`src/rtl/uart_pkt_sched_pkg.sv`:
```
// Shared definitions for the UART packet scheduler: state encoding and
// default header / timeout values.
package uart_pkt_sched_pkg;

  typedef logic [2:0] state_t;

  localparam state_t ST_IDLE  = 3'd0;
  localparam state_t ST_LOAD  = 3'd1;
  localparam state_t ST_GUARD = 3'd2;
  localparam state_t ST_WAIT  = 3'd3;
  localparam state_t ST_DONE  = 3'd4;

  localparam logic [7:0] HDR0_DEF    = 8'hA5;
  localparam logic [7:0] HDR1_DEF    = 8'h5A;
  // 10 bits at 2605 clk/bit plus margin
  localparam int         TIMEOUT_DEF = 30000;

endpackage

```
`src/rtl/uart_rr_arb.sv`:
```
// Two-way round-robin arbiter. The last-grant pointer advances only when
// upd is high and a grant is actually issued.
module uart_rr_arb
  import uart_pkt_sched_pkg::*;
(
  input  logic clk,
  input  logic rst_n,
  input  logic req0,
  input  logic req1,
  input  logic upd,
  output logic gnt0,
  output logic gnt1
);

  // last = 1 means requester 1 was granted most recently
  logic last;

  always_comb begin
    gnt0 = req0 & (~req1 | last);
    gnt1 = req1 & (~req0 | ~last);
  end

  always_ff @(posedge clk or negedge rst_n) begin
    if (!rst_n) begin
      last <= 1'b1;
    end else if (upd && (gnt0 || gnt1)) begin
      last <= gnt1;
    end
  end

endmodule

```
`src/rtl/uart_pkt_sched.sv`:
```
// Serialises 4-byte packets (header + 24-bit payload) from two requesters
// onto a byte UART, with round-robin arbitration and a per-byte timeout.
module uart_pkt_sched
  import uart_pkt_sched_pkg::*;
#(
  parameter int         TIMEOUT_CYC = TIMEOUT_DEF,
  parameter logic [7:0] HDR0        = HDR0_DEF,
  parameter logic [7:0] HDR1        = HDR1_DEF
) (
  input  logic        clk,
  input  logic        rst_n,
  input  logic        req0,
  input  logic        req1,
  input  logic [23:0] pay0,
  input  logic [23:0] pay1,
  output logic        ack0,
  output logic        ack1,
  output logic        trmt,
  output logic [7:0]  tx_data,
  input  logic        tx_done,
  output logic        busy,
  output logic        pkt_done,
  output logic        err
);

  localparam int               CNT_W  = $clog2(TIMEOUT_CYC + 1);
  localparam logic [CNT_W-1:0] TO_LIM = CNT_W'(TIMEOUT_CYC);

  state_t           state;
  logic [1:0]       idx;
  logic [CNT_W-1:0] cnt;
  logic [CNT_W-1:0] cnt_inc;
  logic [31:0]      pkt;
  logic             gnt0;
  logic             gnt1;
  logic             upd;

  function automatic logic [CNT_W-1:0] sat_inc(input logic [CNT_W-1:0] v);
    if (v == '1) return v;
    return v + CNT_W'(1);
  endfunction

  function automatic logic [7:0] pick_byte(input logic [31:0] p, input logic [1:0] i);
    case (i)
      2'd0:    return p[31:24];
      2'd1:    return p[23:16];
      2'd2:    return p[15:8];
      default: return p[7:0];
    endcase
  endfunction

  assign upd     = (state == ST_IDLE);
  assign busy    = (state != ST_IDLE);
  assign cnt_inc = sat_inc(cnt);

  uart_rr_arb u_arb (
    .clk   (clk),
    .rst_n (rst_n),
    .req0  (req0),
    .req1  (req1),
    .upd   (upd),
    .gnt0  (gnt0),
    .gnt1  (gnt1)
  );

  // Packet shift image is pure data; it is only meaningful after a grant.
  always_ff @(posedge clk) begin
    if (state == ST_IDLE && (gnt0 || gnt1)) begin
      pkt <= gnt1 ? {HDR1, pay1} : {HDR0, pay0};
    end
  end

  always_ff @(posedge clk or negedge rst_n) begin
    if (!rst_n) begin
      state    <= ST_IDLE;
      idx      <= 2'd0;
      cnt      <= '0;
      trmt     <= 1'b0;
      ack0     <= 1'b0;
      ack1     <= 1'b0;
      pkt_done <= 1'b0;
      err      <= 1'b0;
      tx_data  <= 8'h00;
    end else begin
      trmt     <= 1'b0;
      ack0     <= 1'b0;
      ack1     <= 1'b0;
      pkt_done <= 1'b0;
      err      <= 1'b0;
      case (state)
        ST_IDLE: begin
          if (gnt0 || gnt1) begin
            ack0  <= gnt0;
            ack1  <= gnt1;
            idx   <= 2'd0;
            state <= ST_LOAD;
          end
        end
        ST_LOAD: begin
          trmt    <= 1'b1;
          tx_data <= pick_byte(pkt, idx);
          state   <= ST_GUARD;
        end
        // UART is still clearing tx_done from the previous frame here
        ST_GUARD: begin
          cnt   <= '0;
          state <= ST_WAIT;
        end
        ST_WAIT: begin
          if (tx_done) begin
            if (idx == 2'd3) begin
              pkt_done <= 1'b1;
              state    <= ST_DONE;
            end else begin
              idx   <= idx + 2'd1;
              state <= ST_LOAD;
            end
          end else begin
            cnt <= cnt_inc;
            if (cnt_inc >= TO_LIM) begin
              err   <= 1'b1;
              state <= ST_IDLE;
            end
          end
        end
        ST_DONE: begin
          state <= ST_IDLE;
        end
        default: begin
          state <= ST_IDLE;
        end
      endcase
    end
  end

endmodule

```
`config.mk`:
```
export PLATFORM = sky130hd
export DESIGN_NAME = uart_pkt_sched
export DESIGN_NICKNAME = d
export VERILOG_FILES = /design/src/rtl/uart_pkt_sched_pkg.sv /design/src/rtl/uart_rr_arb.sv /design/src/rtl/uart_pkt_sched.sv
export SDC_FILE = /design/constraint.sdc
export NUM_CORES = 1
export LEC_CHECK = 0
export BUFFER_PORTS_ARGS = -buffer_cell sky130_fd_sc_hd__buf_2
export CORE_MARGIN = 2
export CORE_UTILIZATION = 54
export DETAILED_ROUTE_END_ITERATION = 10
export PLACE_DENSITY = 0.9
export SLEW_MARGIN = 5
export SYNTH_ARGS = -nofsm -noshare
export SYNTH_HDL_FRONTEND = slang
export SYNTH_SLANG_ARGS = --single-unit
```
`constraint.sdc`:
```
create_clock -name clk -period 6.7 [get_ports clk]
set_input_delay 1.34 -clock clk [delete_from_list [all_inputs] [get_ports clk]]
set_output_delay 1.34 -clock clk [all_outputs]
set_load 0.005 [all_outputs]
```
==> results.ini <==
[cells_and_area]
diodes=0
most-common-layout-cells=66 x buf_2, 33 x dfrtp_1, 29 x nand2_1
layout_commonest_cell=buf_2
drive_above_1_share_pct=32.5
final-seq-area_mm2=0.00163
layout.cells.non_filler=420
multiInputGateArea_mm2=0.00127
syn_to_final_growth_pct=19.0
nets=401
num-fill-cells=453

[power]
peakVddDrop_mv=0.214
power.leakage_nw=1.59
switching_share_pct=32.2
power_frac_clock_pct=28.8
seq_power_share_pct=43.1
power_density_mw_per_mm2=343
p_int_mw=0.841
p_total_mw=1.24
p_switching_mw=0.400
pwr-share-comb_pct=28.1

[sta]
hold_violations=0
fin_setup_tns_ns=0
setup_viol=0
layout_min_cycle_time_ns=2.75
max_freq_mhz=364
max_slew_margin_pct=47.6
period_share_pct=41.0
worst_slew_pin_slew_ns=0.782
skew_ns=0.00651
slew_viol_final=0
rsz0062_at_grt=no

[floorplan]
initial_core_util_pct=55.4
die_w_um=79.0
die_y_um=79.0
die-area_mm2=0.00623
ioPinCount=67
num_rows=27
coreArea_mm2=0.00547

[worst_setup_path]
worst_ep_arrival_time_ns=1.41
critPathRequiredTime_ns=5.36
path_cells=nor3_1 > inv_1 > buf_2
crit_fanout=6
startpoint_type=flop
slowest_delay_ns=0.43
cp-end-kind=output port
cpMaxStageDelayCell=dfrtp_1
worstSetupPathType=flop to output port
path_delay_family=flip-flops
critPathBufInv=2

[clocking]
h-tree-depth=3
clk_latency_ns=0.34
cts_buffers=9
cts.repair.resized=0
postCtsSetupBuffers=0
path_clk_slew_ns=0.07
cts_buffer_depth=2
cts.sinks=60
cts_tree=done
clockRootBuffer=clkbuf_8
cts_hold_buffers=0

[grt]
grt_util_met2_pct=37.0
antenna_found_initial=0
grt_busiest_layer=met2
use_met1_pct=26.6
grt_pass1_vias=2321
grt_pass1_wl_um=10500
gr-usage-met3_pct=6.14
track_usage_pct=21.9
grt_overflow=0
grt_max_degree=35

[detailed_routing]
drc=0
wl_per_cell_um=14.8
ant_nets=0
routed-via-count=2388
via_per_inst=5.69
routed_wl_um=6220
dr.pass1.iters=4
first_iter_violations=129

[flow_run]
drv_cap=0

[yosys]
ys_seq_area_share_pct=53.8
ys_async_sr_fraction_pct=56.7
synth_warnings=0
synth_nets=338
synth-main-ff-cell=dfrtp_1
syn-cell-area_mm2=0.00303
yosys.cell_types.count=49
synth_edf_count=26
synth_cells=280
syn_avg_cell_area_um2=10.8
ys_ff_latch=60

[place]
gp_congestion=0.896
dp_cells=404
dp_hpwl_um=4460
io_buffers=66

[hold_path]
hold_class=flop to flop

[outcome]
status=complete, no violations

-- power groups by stage --
stage,clock (mW),sequential [mW],combinational [mW]
floorplan,0,0.534,0.244
detailed placement,0,0.543,0.351
finish,0.357,0.535,0.349
global route,0.375,0.546,0.396
CTS,0.359,0.535,0.353
global placement,0,0.539,0.339
-- final timing paths --
kind                            cells past startpoint                    from  slack [ns]                endpoint
worst max-delay path                                3    state[1]$_DFFE_PN0P_        3.95                    busy
worst min-delay path                                1  tx_data[0]$_DFFE_PN0P_        0.48  tx_data[0]$_DFFE_PN0P_
worst max register to register                      8      cnt[0]$_DFFE_PN0P_        4.16           err$_DFF_PN0_
worst min register to register                      1  tx_data[0]$_DFFE_PN0P_        0.48  tx_data[0]$_DFFE_PN0P_
max in group asynchronous                           1                   rst_n        5.15      cnt[3]$_DFFE_PN0P_
min in group asynchronous                           1                   rst_n        1.07      cnt[7]$_DFFE_PN0P_
-- per-stage QoR --
stage	hold WS (ns)	utilization, %	worst slack (ns)	area, um^2
5_1_grt	0.506	66.0	3.85	3610
2_1_floorplan	0.466	-	4.14	3030
3_3_place_gp	0.456	62.0	3.70	3400
4_1_cts	0.481	66.0	3.95	3610
6_report	0.476	66.0	3.95	3610
3_5_place_dp	0.465	62.0	3.62	3400
-- Yosys cell counts, types with 3 or more instances --
library cell | number | area (um^2)
a211oi_1 | 4 | 30.0
a21o_1 | 8 | 60.1
a21oi_1 | 9 | 45.0
a221oi_1 | 8 | 70.1
a22oi_1 | 9 | 67.6
a41oi_1 | 3 | 26.3
buf_1 | 4 | 15.0
clkbuf_1 | 7 | 26.3
dfrtp_1 | 33 | 826
edfxtp_1 | 26 | 781
ha_1 | 5 | 62.6
inv_1 | 18 | 67.6
mux2_2 | 24 | 270
nand2_1 | 29 | 109
nand3_1 | 11 | 55.1
nand4_1 | 4 | 25.0
nor2_1 | 17 | 63.8
nor3_1 | 5 | 25.0
o21ai_0 | 12 | 60.1
o22ai_1 | 3 | 18.8
o31ai_1 | 4 | 30.0
-- kinds of logic (layout without fill, tap and decap cells) --
logic type | Yosys count | after routing | synth area share [%]
flops | 60 | 60 | 53.8
simple gates | 83 | 83 | 13.0
compound gates | 69 | 69 | 16.1
mux | 26 | 26 | 9.57
fa+ha+maj | 5 | 5 | 2.06
xor+xnor | 4 | 4 | 1.15
buf+inv | 33 | 101 | 4.29
-- layout make-up --
type / count / share of cell area (%)
multi-input cells: 187 / 35.2
repair buffers: 66 / 9.15
inverters: 19 / 1.98
flip-flops and latches: 60 / 45.2
clock buffers: 9 / 3.43
well taps: 72 / 2.49
clock inverters: 7 / 2.53
-- sequential cells by signal (all words and copies together), names as in the netlist --
signal	count
pkt	26
cnt	15
tx_data	8
state	3
idx	2
ack0	1
ack1	1
err	1
pkt_done	1
trmt	1
u_arb.last	1
-- layer usage --
layer / up-vias / wire, um
li1: 1168 / -
met2: 82 / 3180
met3: 9 / 386
met1: 1129 / 2570
met4: 0 / 80
met5: - / 0
No activity file was read; power rests on OpenSTA's default activity.
